===== src/rtl/mips_core_pkg.sv =====
// mips_core_pkg
// Shared core types for the test-status channel between the EX-stage ALU
// and the pass/done monitor.
//   Mtc0Code      : code carried on pass_done_ifc (NOOP/PASS/FAIL/DONE)
//   MonitorStatus : verdict reported by pass_done_monitor
//   MonState      : internal FSM state of pass_done_monitor
//   LogEntry      : one {code, value} record held in the monitor log FIFO
//   sat_inc16     : 16-bit increment that sticks at all-ones
package mips_core_pkg;

    typedef enum logic [1:0] {
        MTC0_NOOP = 2'd0,
        MTC0_PASS = 2'd1,
        MTC0_FAIL = 2'd2,
        MTC0_DONE = 2'd3
    } Mtc0Code;

    typedef enum logic [1:0] {
        MON_RUNNING = 2'd0,
        MON_PASSED  = 2'd1,
        MON_FAILED  = 2'd2,
        MON_TIMEOUT = 2'd3
    } MonitorStatus;

    typedef enum logic [1:0] {
        ST_RUNNING   = 2'd0,
        ST_PASSED    = 2'd1,
        ST_FAILED    = 2'd2,
        ST_TIMED_OUT = 2'd3
    } MonState;

    typedef struct packed {
        Mtc0Code     code;
        logic [15:0] value;
    } LogEntry;

    localparam logic [15:0] TALLY_MAX = 16'hFFFF;

    function automatic logic [15:0] sat_inc16(input logic [15:0] v);
        return (v == TALLY_MAX) ? v : v + 16'd1;
    endfunction

endpackage


===== src/rtl/pass_done_ifc.sv =====
// pass_done_ifc
// Status channel from the EX-stage ALU to the pass/done monitor.
//   code  : Mtc0Code of the instruction currently in EX
//   value : 16-bit payload written by the MTC0
// Modports: source (ALU side), sink (monitor side).
interface pass_done_ifc;
    mips_core_pkg::Mtc0Code code;
    logic [15:0]            value;

    modport source (output code, output value);
    modport sink   (input code, input value);
endinterface


===== src/rtl/pass_done_log_fifo.sv =====
// pass_done_log_fifo
// Small synchronous FIFO holding committed monitor events for a downstream
// reporter. Head is presented with a valid/ready handshake.
// Ports:
//   clk, rst_n   : clock, asynchronous active-low reset
//   push         : write push_entry this cycle
//   push_entry   : {code, value} to store
//   ready        : consumer accepts the head entry
//   valid        : head entry is valid
//   head         : current head entry (registered storage)
//   overflow     : sticky, set when a push is dropped because the FIFO is full
// LOG_DEPTH must be a power of two and at least 2 so the pointers wrap
// naturally.
module pass_done_log_fifo
    import mips_core_pkg::*;
#(
    parameter int LOG_DEPTH = 8
) (
    input  logic    clk,
    input  logic    rst_n,
    input  logic    push,
    input  LogEntry push_entry,
    input  logic    ready,
    output logic    valid,
    output LogEntry head,
    output logic    overflow
);

    localparam int PTR_W = $clog2(LOG_DEPTH);

    LogEntry          mem [LOG_DEPTH];
    logic [PTR_W-1:0] wr_ptr;
    logic [PTR_W-1:0] rd_ptr;
    logic [PTR_W:0]   count;
    logic             full;
    logic             empty;
    logic             pop;
    logic             push_ok;

    assign empty = (count == '0);
    assign full  = (count == (PTR_W + 1)'(LOG_DEPTH));

    // A pop frees a slot in the same cycle, so a push into a full FIFO is
    // still accepted when the consumer takes the head.
    assign pop     = !empty && ready;
    assign push_ok = push && (!full || pop);

    always_ff @(posedge clk or negedge rst_n) begin
        if (!rst_n) begin
            wr_ptr   <= '0;
            rd_ptr   <= '0;
            count    <= '0;
            overflow <= 1'b0;
        end else begin
            if (push_ok) begin
                wr_ptr <= wr_ptr + 1'b1;
            end
            if (pop) begin
                rd_ptr <= rd_ptr + 1'b1;
            end
            case ({push_ok, pop})
                2'b10:   count <= count + 1'b1;
                2'b01:   count <= count - 1'b1;
                default: count <= count;
            endcase
            if (push && !push_ok) begin
                overflow <= 1'b1;
            end
        end
    end

    // Storage is reset so the head outputs read zero out of reset.
    always_ff @(posedge clk or negedge rst_n) begin
        if (!rst_n) begin
            for (int i = 0; i < LOG_DEPTH; i++) begin
                mem[i] <= '0;
            end
        end else if (push_ok) begin
            mem[wr_ptr] <= push_entry;
        end
    end

    assign valid = !empty;
    assign head  = mem[rd_ptr];

endmodule


===== src/rtl/pass_done_monitor.sv =====
// pass_done_monitor
// Receive-side endpoint of pass_done_ifc. Qualifies MTC0 PASS/FAIL/DONE codes
// with the commit strobe, keeps saturating tallies, latches the first failure,
// resolves the test verdict, halts the core and logs every committed event.
// Ports:
//   clk, rst_n        : clock, asynchronous active-low reset
//   pass_done         : status channel (sink modport)
//   commit            : EX instruction advances this cycle
//   pass_count        : committed PASS events, saturating
//   fail_count        : committed FAIL events, saturating
//   first_fail_valid  : a FAIL has been latched
//   first_fail_value  : value of the first committed FAIL
//   done_value        : value of the committed DONE
//   status            : MonitorStatus verdict
//   halt              : freeze request to the core
//   log_valid/ready   : log FIFO head handshake
//   log_code/value    : log FIFO head entry
//   log_overflow      : sticky, an event was dropped from the log
// Optional feature: define PASS_DONE_WATCHDOG_EN to build the idle watchdog,
// which moves to TIMED_OUT after WATCHDOG_CYCLES event-free RUNNING cycles.
//
// state        | meaning
// -------------+-----------------------------------------------------------
// ST_RUNNING   | test in progress, events counted and logged
// ST_PASSED    | DONE seen with no prior failures, core halted
// ST_FAILED    | DONE seen after at least one failure, core halted
// ST_TIMED_OUT | watchdog expired without an event, core halted
module pass_done_monitor
    import mips_core_pkg::*;
#(
    parameter int          LOG_DEPTH       = 8,
    parameter int unsigned WATCHDOG_CYCLES = 1000000
) (
    input  logic          clk,
    input  logic          rst_n,
    pass_done_ifc.sink    pass_done,
    input  logic          commit,
    output logic [15:0]   pass_count,
    output logic [15:0]   fail_count,
    output logic          first_fail_valid,
    output logic [15:0]   first_fail_value,
    output logic [15:0]   done_value,
    output MonitorStatus  status,
    output logic          halt,
    output logic          log_valid,
    input  logic          log_ready,
    output logic [1:0]    log_code,
    output logic [15:0]   log_value,
    output logic          log_overflow
);

    MonState state_q;
    MonState state_d;
    logic    ev;
    logic    ev_live;
    logic    wd_expire;
    LogEntry log_in;
    LogEntry log_head;

    assign ev      = commit && (pass_done.code != MTC0_NOOP);
    assign ev_live = ev && (state_q == ST_RUNNING);

`ifdef PASS_DONE_WATCHDOG_EN
    logic [31:0] idle_q;

    always_ff @(posedge clk or negedge rst_n) begin
        if (!rst_n) begin
            idle_q <= '0;
        end else if (state_q == ST_RUNNING) begin
            idle_q <= ev ? 32'd0 : idle_q + 32'd1;
        end
    end

    // An event in the expiry cycle wins: it clears the counter instead.
    assign wd_expire = (state_q == ST_RUNNING) && !ev &&
                       (idle_q == WATCHDOG_CYCLES - 32'd1);
`else
    logic unused_watchdog_cycles;
    assign unused_watchdog_cycles = ^WATCHDOG_CYCLES;
    assign wd_expire = 1'b0;
`endif

    always_ff @(posedge clk or negedge rst_n) begin
        if (!rst_n) begin
            state_q <= ST_RUNNING;
        end else begin
            state_q <= state_d;
        end
    end

    // The verdict uses fail_count as registered: only failures committed in
    // earlier cycles can decide it.
    always_comb begin
        state_d = state_q;
        if (ev_live && (pass_done.code == MTC0_DONE)) begin
            state_d = (fail_count == 16'd0) ? ST_PASSED : ST_FAILED;
        end else if (wd_expire) begin
            state_d = ST_TIMED_OUT;
        end
    end

    always_ff @(posedge clk or negedge rst_n) begin
        if (!rst_n) begin
            pass_count       <= '0;
            fail_count       <= '0;
            first_fail_valid <= 1'b0;
            first_fail_value <= '0;
            done_value       <= '0;
        end else if (ev_live) begin
            case (pass_done.code)
                MTC0_PASS: pass_count <= sat_inc16(pass_count);
                MTC0_FAIL: begin
                    fail_count <= sat_inc16(fail_count);
                    if (!first_fail_valid) begin
                        first_fail_valid <= 1'b1;
                        first_fail_value <= pass_done.value;
                    end
                end
                MTC0_DONE: done_value <= pass_done.value;
                default: ;
            endcase
        end
    end

    always_comb begin
        status = MON_RUNNING;
        case (state_q)
            ST_RUNNING:   status = MON_RUNNING;
            ST_PASSED:    status = MON_PASSED;
            ST_FAILED:    status = MON_FAILED;
            ST_TIMED_OUT: status = MON_TIMEOUT;
            default:      status = MON_RUNNING;
        endcase
    end

    assign halt = (state_q != ST_RUNNING);

    assign log_in.code  = pass_done.code;
    assign log_in.value = pass_done.value;

    pass_done_log_fifo #(
        .LOG_DEPTH (LOG_DEPTH)
    ) u_log_fifo (
        .clk        (clk),
        .rst_n      (rst_n),
        .push       (ev_live),
        .push_entry (log_in),
        .ready      (log_ready),
        .valid      (log_valid),
        .head       (log_head),
        .overflow   (log_overflow)
    );

    assign log_code  = log_head.code;
    assign log_value = log_head.value;

endmodule

===== src/flat_wrapper.sv =====
// flat-port wrapper written by rule: the top's interface ports become plain ports
module pass_done_monitor_flat import mips_core_pkg::*;
#(
    parameter int          LOG_DEPTH       = 8,
    parameter int unsigned WATCHDOG_CYCLES = 1000000
)
  (clk, rst_n, commit, pass_count, fail_count, first_fail_valid, first_fail_value, done_value, status, halt, log_valid, log_ready, log_code, log_value, log_overflow, pass_done_code, pass_done_value);
  pass_done_ifc pass_done_i ();
  input  logic clk;
  input  logic rst_n;
  input  logic commit;
  output logic [15:0] pass_count;
  output logic [15:0] fail_count;
  output logic first_fail_valid;
  output logic [15:0] first_fail_value;
  output logic [15:0] done_value;
  output MonitorStatus status;
  output logic halt;
  output logic log_valid;
  input  logic log_ready;
  output logic [1:0] log_code;
  output logic [15:0] log_value;
  output logic log_overflow;
  input wire logic [$bits(pass_done_i.code)-1:0] pass_done_code;
  input wire logic [$bits(pass_done_i.value)-1:0] pass_done_value;
  assign pass_done_i.code = pass_done_code;
  assign pass_done_i.value = pass_done_value;
  pass_done_monitor #(.LOG_DEPTH(LOG_DEPTH), .WATCHDOG_CYCLES(WATCHDOG_CYCLES)) u_core (.clk(clk), .rst_n(rst_n), .pass_done(pass_done_i), .commit(commit), .pass_count(pass_count), .fail_count(fail_count), .first_fail_valid(first_fail_valid), .first_fail_value(first_fail_value), .done_value(done_value), .status(status), .halt(halt), .log_valid(log_valid), .log_ready(log_ready), .log_code(log_code), .log_value(log_value), .log_overflow(log_overflow));
endmodule

===== config.mk =====
export PLATFORM = sky130hd
export DESIGN_NAME = pass_done_monitor_flat
export DESIGN_NICKNAME = d
export VERILOG_FILES = /design/src/rtl/mips_core_pkg.sv /design/src/rtl/pass_done_ifc.sv /design/src/rtl/pass_done_log_fifo.sv /design/src/rtl/pass_done_monitor.sv /design/src/flat_wrapper.sv
export SDC_FILE = /design/constraint.sdc
export NUM_CORES = 1
export LEC_CHECK = 0
export ABC_AREA = 1
export CELL_PAD_IN_SITES_DETAIL_PLACEMENT = 2
export CELL_PAD_IN_SITES_GLOBAL_PLACEMENT = 2
export CORE_MARGIN = 2
export CORE_UTILIZATION = 29
export CTS_CLUSTER_DIAMETER = 50
export DETAILED_ROUTE_END_ITERATION = 6
export MAX_ROUTING_LAYER = met4
export PLACE_DENSITY_LB_ADDON = 0.1
export SKIP_LAST_GASP = 1
export SYNTH_ARGS = -nofsm -noshare
export SYNTH_HDL_FRONTEND = slang
export SYNTH_SLANG_ARGS = --single-unit

===== constraint.sdc =====
create_clock -name clk -period 2.4 [get_ports clk]
set_clock_uncertainty 0.15 [all_clocks]
set_input_delay 0.24 -clock clk [delete_from_list [all_inputs] [get_ports clk]]
set_output_delay 0.24 -clock clk [all_outputs]
set_load 0.05 [all_outputs]

==> metrics.csv, run 1 <==
stage,metric,value,unit
sta,worst_slew_pin_slew,0.609,ns
global_route,grt_overflow_total,0,
layout,multiInputGateArea,4480,µm²
die,die_y,195,µm
flow_run,drv_cap,0,
routing,initialDrtViolationCount,371,
pwr,irDropWorstVdd,0.000327,V
layout,fillerInstances,4010,
die,num_rows,69,
synthesis,synthFlopType,dfrtp_1,
die,dieArea,37900,µm²
sta,setup_viol,10,
worst_setup_path,crit_path_top_delay_cell,dfrtp_4,
die,coreArea,35700,µm²
outcome,status,finished with violations,
cts,clkTransAtPathRegs,0.06,ns
global_route,grt_pass1_wl,60900,µm
sta,fmax,410,MHz
global_route,grt.total_usage,0.210,
global_route,first_global_vias,10500,
sta,fin_ws,-0.0378,ns
routing,drt_wl_total,37600,µm
layout,layout_common_cells,"nand2_1 (387), dfrtp_1 (220), o21ai_0 (202), nor2_1 (143), clkdlybuf4s50_1 (90)",
die,die_x,195,µm
die,pin_count,110,
pwr,leakagePower,6.27,nW
pwr,power_density,647,nW/µm²
synthesis,synth_cells,1310,
worst_setup_path,crit_buf_inv,3,
synthesis,syn_avg_cell_area,8.05,µm²
worst_setup_path,required,2.01,ns
die,initial_utilization,0.296,
sta,drv_slew,0,
worst_setup_path,worstPathArrival,2.05,ns
worst_setup_path,path_max_fanout,7,
synthesis,synth_edf_count,0,
routing,wl_per_cell,19.5,µm
layout,finalNetCount,1464,
sta,min_period,2.44,ns
synthesis,async_flop_share,1.00,
cts,cts.path.max_buffers,3,
worst_setup_path,worstPathCellList,"buf_12, buf_8, nor2_4, nor2_1, o21ai_1, o21ai_1, nand2_1, nand2_2, buf_12",
cts,htree_levels,2,
layout,final_common_cell,nand2_1,
worst_setup_path,critPathTopFamily,flip-flops,
routing,drc,0,
placed_design,place_congestion,0.777,
synthesis,synth_area,10500,µm²
routing,ant_nets,0,
cts,clock-sinks,222,
layout,postLayoutCoreUtil,0.390,
placed_design,dpl.hpwl,23600,µm
global_route,grt_antenna_before_repair,3,
synthesis,yosys.cell_types.count,30,
sta,rsz0062_at_grt,true,
synthesis,syn_nets,1341,
cts,cts_tree,done,
synthesis,ys_seq_area_frac,0.527,
routing,first_pass_iters,4,
pwr,report.power.total,8.99,mW
layout,drive_above_1_share,0.124,
layout,seqCellArea,5560,µm²
synthesis,ys_warn_count,0,
sta,hold_viol_final,0,
cts,insertion_delay,0.51,ns
min_path,hp-class,input port to asynchronous set/reset pin,
worst_setup_path,crit_type,flop to output pin,
worst_setup_path,worst_setup_path_end_kind,output pin,
sta,whs,0.119,ns
placed_design,portBuffers,109,
worst_setup_path,worst_path_largest_cell_delay,0.58,ns
sta,period_share,1.02,
sta,relSlewSlack,0.593,
global_route,grt_max_degree,54,
cts,cts-buffers-inserted,36,
worst_setup_path,cp-start-kind,flop,
routing,vias_per_cell,4.89,
outcome,violations,negative setup slack,
cts,clockRootBuffer,clkbuf_16,
layout,areaGrowthSynthToFinish,31.9,%
synthesis,ys_seq_elements,222,
routing,vias,9397,
cell type report:
type | count | area share
antenna | 3 | 0.000540
clock buffer | 46 | 0.0726
clock inverter | 18 | 0.0113
inverter | 62 | 0.0178
multi-input combinational | 958 | 0.322
sequential | 222 | 0.400
tap | 461 | 0.0415
timing repair buffer | 152 | 0.133
timing repair inverter | 1 | 0.000630
per-stage QoR:
step | TNS (ns) | cells | area, µm² | worst slack (ns)
after detailed placement | -0.00246 | 1842 | 12300 | -0.00246
after floorplan | 0 | 1310 | 10500 | 0.0669
after global routing | -1.89 | 1923 | 13900 | -0.137
after global placement | 0 | 1842 | 12300 | 0.0907
final | -0.154 | 1923 | 13900 | -0.0378
after CTS | -0.160 | 1916 | 13700 | -0.0336
power breakdown:
group | switching (mW) | total [mW] | internal [mW]
sequential | 0 | 3.75 | 3.75
clock | 1.92 | 5.03 | 3.12
combinational | 0.153 | 0.207 | 0.0542
kinds of logic (layout without fill, tap and decap cells):
| group | Yosys count | count (layout) | share of synthesized area |
|---|---|---|---|
| AO/OA/AOI/OAI | 280 | 280 | 0.133 |
| XOR/XNOR | 19 | 19 | 0.0158 |
| AND/OR/NAND/NOR | 650 | 650 | 0.251 |
| flip-flops | 222 | 222 | 0.527 |
| other | 0 | 3 | 0 |
| adder cells (fa/ha/maj) | 9 | 9 | 0.0114 |
| buffers and inverters | 130 | 279 | 0.0617 |
worst paths after layout:
kind | to | slack [ns] | cells past startpoint | from
min reg2reg | u_core.u_log_fifo.mem[83] | 0.32 | 2 | u_core.u_log_fifo.mem[83]
min | u_core.u_log_fifo.mem[22] | 0.12 | 2 | rst_n
min in group clk | u_core.u_log_fifo.mem[75] | 0.18 | 3 | pass_done_value[3]
max | log_value[10] | -0.04 | 9 | u_core.u_log_fifo.rd_ptr[0]
max reg2reg | u_core.u_log_fifo.count[2] | 0.19 | 9 | u_core.u_log_fifo.count[0]
max in group asynchronous | u_core.pass_count[0] | 1.29 | 3 | rst_n
routing by layer:
layer | vias up | track usage | part of all wire
li1 | 4486 | - | -
met1 | 4759 | 0.266 | 0.47
met2 | 122 | 0.353 | 0.48
met3 | 30 | 0.0408 | 0.043
met4 | 0 | 0.0353 | 0.0096
met5 | - | - | 0
cells in the mapped netlist (2+ instances only):
| master | count | area share |
|---|---|---|
| nand2_2 | 3 | 0.0018 |
| inv_1 | 58 | 0.021 |
| buf_4 | 6 | 0.0043 |
| buf_1 | 3 | 0.0011 |
| xor2_1 | 14 | 0.012 |
| nand3_1 | 52 | 0.025 |
| buf_2 | 18 | 0.0085 |
| inv_2 | 3 | 0.0011 |
| nand4_1 | 12 | 0.0071 |
| nor2_1 | 165 | 0.059 |
| nand2_4 | 7 | 0.0075 |
| ha_1 | 8 | 0.0095 |
| nand3b_1 | 3 | 0.0021 |
| o21bai_1 | 2 | 0.0014 |
| clkbuf_1 | 26 | 0.0093 |
| dfrtp_1 | 222 | 0.53 |
| o21ai_1 | 30 | 0.014 |
| xnor2_1 | 5 | 0.0042 |
| nand2_1 | 402 | 0.14 |
| nor2_4 | 2 | 0.0021 |
| buf_6 | 13 | 0.014 |
| o21ai_0 | 248 | 0.12 |
sequential cells by signal (all words and copies together) (netlist names):
signal and cells:
u_core.u_log_fifo.count 4, u_core.fail_count 16, u_core.first_fail_value 16, u_core.u_log_fifo.wr_ptr 3
u_core.first_fail_valid 1, u_core.pass_count 16, u_core.u_log_fifo.overflow 1, u_core.u_log_fifo.mem 144
u_core.state_q 2, u_core.u_log_fifo.rd_ptr 3, u_core.done_value 16
repair_timing:
item,4_1_cts,5_1_grt
endpoints found under the hold margin,203,0
setup buffers,4,4
gates cloned,5,1
hold buffers,1,0
pin swaps,5,14
endpoints found under the setup margin,18,20
resized for setup,42,67
worst register-to-register path, delay by kind of cell, from the launching register on:
family | cells | cell delay [ns]
fa+ha+maj | 2 | 0.67
flops | 1 | 0.44
simple gates | 3 | 0.31
xor+xnor | 1 | 0.21
buf+inv | 2 | 0.20
compound gates | 1 | 0.10
(Power assumes the default switching activity.)
==> run 2: changes to the inputs <==
SYNTH_HIERARCHICAL = 1   (was default)
==> metrics.csv, run 2 <==
stage,metric,value,unit,change
outcome,status,finished with violations,,unchanged
outcome,violations,negative setup slack,,unchanged
routing,initialDrtViolationCount,394,,was 371
layout,finalNetCount,1705,,"was 1,464"
worst_setup_path,cp-start-kind,flop,,unchanged
die,initial_utilization,0.296,,about the same
cts,cts.path.max_buffers,3,,unchanged
pwr,irDropWorstVdd,0.000643,V,was 0.000327 V
cts,clock-sinks,222,,unchanged
layout,layout_common_cells,"nand2_1 (582), dfrtp_1 (221), nand4_1 (155), nor2_1 (133), clkdlybuf4s50_1 (88)",,"was nand2_1 (387), dfrtp_1 (220), o21ai_0 (202), nor2_1 (143), clkdlybuf4s50_1 (90)"
sta,fmax,404,MHz,was 410 MHz
routing,drc,0,,unchanged
placed_design,place_congestion,0.726,,was 0.777
sta,relSlewSlack,0.564,,was 0.593
placed_design,dp.cells,2138,,"was 1,842"
routing,wl_per_cell,21.5,µm,was 19.5 µm
layout,largest_register_ffs,144,,unchanged
sta,setup_viol,18,,was 10
placed_design,dpl.hpwl,30200,µm,"was 23,600 µm"
pwr,power_density,1520,nW/µm²,was 647 nW/µm²
worst_setup_path,reg2regPathDepth,11,,was 9
worst_setup_path,worstPathArrival,2.08,ns,was 2.05 ns
routing,drt_wl_total,47900,µm,"was 37,600 µm"
die,die_x,206,µm,was 195 µm
worst_setup_path,crit_type,flop to output pin,,unchanged
routing,first_pass_iters,5,,was 4
die,die_y,206,µm,was 195 µm
cts,clkTransAtPathRegs,0.05,ns,was 0.06 ns
min_path,hp-class,input port to asynchronous set/reset pin,,unchanged
layout,areaGrowthSynthToFinish,33.8,%,was 31.9%
layout,final_cell_area,15800,µm²,"was 13,900 µm²"
worst_setup_path,worst_setup_path_end_kind,output pin,,unchanged
placed_design,place_area,13800,µm²,"was 12,300 µm²"
layout,seqCellArea,5560,µm²,about the same
global_route,first_global_vias,12300,,"was 10,500"
routing,top_layer_used,met4,,unchanged
routing,vias,11200,,"was 9,397"
synthesis,async_flop_share,1.00,,unchanged
sta,min_period,2.47,ns,was 2.44 ns
sta,hold_viol_final,0,,unchanged
placed_design,portBuffers,109,,unchanged
sta,drv_slew,0,,unchanged
layout,fillerInstances,4470,,"was 4,010"
global_route,grt.total_usage,0.235,,was 0.210
routing,ant_nets,0,,unchanged
pwr,leakagePower,7.61,nW,was 6.27 nW
worst_setup_path,required,2.01,ns,about the same
global_route,grt_overflow_total,0,,unchanged
routing,wl_met2,23900,µm,"was 18,100 µm"
layout,regMostFlops,u_core/u_log_fifo/mem,,was u_core.u_log_fifo.mem
cts,htree_levels,2,,unchanged
routing,wl_met1,21700,µm,"was 17,500 µm"
global_route,grt_pass1_wl,73800,µm,"was 60,900 µm"
sta,fin_setup_tns,-0.827,ns,was -0.154 ns
layout,final_common_cell,nand2_1,,unchanged
cts,cts_tree,done,,unchanged
layout,antennaDiodeCount,0,,was 3
global_route,grt_max_degree,73,,was 54
die,dieArea,42300,µm²,"was 37,900 µm²"
die,pin_count,110,,unchanged
die,coreArea,39900,µm²,"was 35,700 µm²"
synthesis,ys_top_cells_by_area,"dfrtp_1 (47%), nand2_1 (20%), nand4_1 (8.2%)",,"was dfrtp_1 (53%), nand2_1 (14%), o21ai_0 (12%)"
layout,drive_above_1_share,0.181,,was 0.124
cts,cts-buffers-inserted,39,,was 36
layout,fin_cells,2224,,"was 1,923"
cts,insertion_delay,0.55,ns,was 0.51 ns
layout,postLayoutCoreUtil,0.396,,was 0.390
routing,vias_per_cell,5.05,,was 4.89
worst_setup_path,path_max_fanout,11,,was 7
synthesis,synthFlopType,dfrtp_1,,unchanged
global_route,grt_antenna_before_repair,0,,was 3
synthesis,syn_avg_cell_area,7.70,µm²,was 8.05 µm²
synthesis,synth_common_cells,"nand2_1 (628), dfrtp_1 (222), nand4_1 (155)",,"was nand2_1 (402), o21ai_0 (248), dfrtp_1 (222)"
synthesis,yosys.cell_types.count,35,,was 30
synthesis,ys_seq_area_frac,0.471,,was 0.527
synthesis,synth_cells,1532,,"was 1,310"
sta,whs,0.110,ns,was 0.119 ns
sta,rsz0062_at_grt,true,,unchanged
sta,worst_slew_pin_slew,0.652,ns,was 0.609 ns
synthesis,yosysMostFrequentCell,nand2_1,,unchanged
synthesis,ys_seq_elements,222,,unchanged
synthesis,synth_edf_count,0,,unchanged
synthesis,synth_area,11800,µm²,"was 10,500 µm²"
flow_run,drv_cap,0,,unchanged
sta,fin_ws,-0.0736,ns,was -0.0378 ns
layout,multiInputGateArea,5540,µm²,was 4480 µm²
synthesis,synth_top_cell_by_area,dfrtp_1,,unchanged
synthesis,syn_nets,1563,,"was 1,341"
synthesis,synth_top_area_share,0.471,,was 0.527
synthesis,ys_warn_count,6,,was 0
routing,dr_wl_met3,1510,µm,was 1620 µm
sta,period_share,1.03,,was 1.02
die,num_rows,73,,was 69
placed_design,pre_cts_ws,-0.173,ns,was -0.00246 ns
pwr,report.power.total,23.9,mW,was 8.99 mW
cts,clockRootBuffer,clkbuf_16,,unchanged
-- run 2: cell count changes after synthesis, sizes merged, moves of 7 or more --
cell    delta
nand2    +231
nor2      -11
buf       +29
a21oi      +7
clkbuf    +11
nand4    +143
o21ai    -176
-- run 2: repair_timing --
item / CTS / global route
endpoints found under the hold margin: 147 / 0
endpoints found under the setup margin: 19 / 19
setup buffers: 5 / 3
pin swaps: 1 / 25
hold buffers: 1 / 0
resized for setup: 43 / 107
cloned: 5 / 7
-- run 2: final cells by class --
cell class | count | share of cell area
Clock inverter | 17 | 0.0125
Multi-Input combinational cell | 1139 | 0.351
Inverter | 63 | 0.0161
Timing Repair Buffer | 209 | 0.157
Sequential cell | 222 | 0.352
Tap cell | 525 | 0.0416
Clock buffer | 49 | 0.0694
-- run 2: critical path: stages, from the launching register on --
cell and delay [ns]:
dfrtp_2 0.52, inv_8 0.11, bufbuf_16 0.30, o21ai_0 0.18
nand2_1 0.09, nand2_2 0.11, nand2_4 0.08, buf_12 0.15
-- run 2: report_power, final --
part	total [mW]	leakage (nW)	switching, mW	internal [mW]
Sequential	6.21	2.87	1.10	5.11
Combinational	12.1	4.10	7.51	4.58
Clock	5.64	0.639	2.00	3.64
Total	23.9	7.61	10.6	13.3
-- run 2: worst paths after layout --
| path | slack (ns) | endpoint | startpoint |
|---|---|---|---|
| worst max-delay path | -0.07 | log_value[1] | u_core/u_log_fifo/rd_ptr[0] |
| worst min register to register | 0.32 | u_core/u_log_fifo/mem[55] | u_core/u_log_fifo/mem[55] |
| worst max register to register | 0.15 | u_core/u_log_fifo/count[3] | u_core/state_q[1] |
| min in group clk | 0.20 | u_core/u_log_fifo/rd_ptr[0] | log_ready |
| worst min-delay path | 0.11 | u_core/u_log_fifo/mem[135] | rst_n |
| max in group asynchronous | 1.24 | u_core/pass_count[14] | rst_n |
-- run 2: layer usage --
metal | GRT usage | vias to the layer above
met3 | 0.0353 | 59
met1 | 0.295 | 5750
met2 | 0.396 | 156
met5 | - | -
li1 | - | 5263
met4 | 0.0647 | 0
-- run 2: cells by family (layout without fill, tap and decap cells) --
kind of cell	after synthesis	after routing	synth area share
xor+xnor	12	12	0.00891
buf+inv	171	338	0.0791
simple gates	1006	1006	0.383
flops	222	222	0.471
compound gates	112	112	0.0485
fa+ha+maj	9	9	0.0102
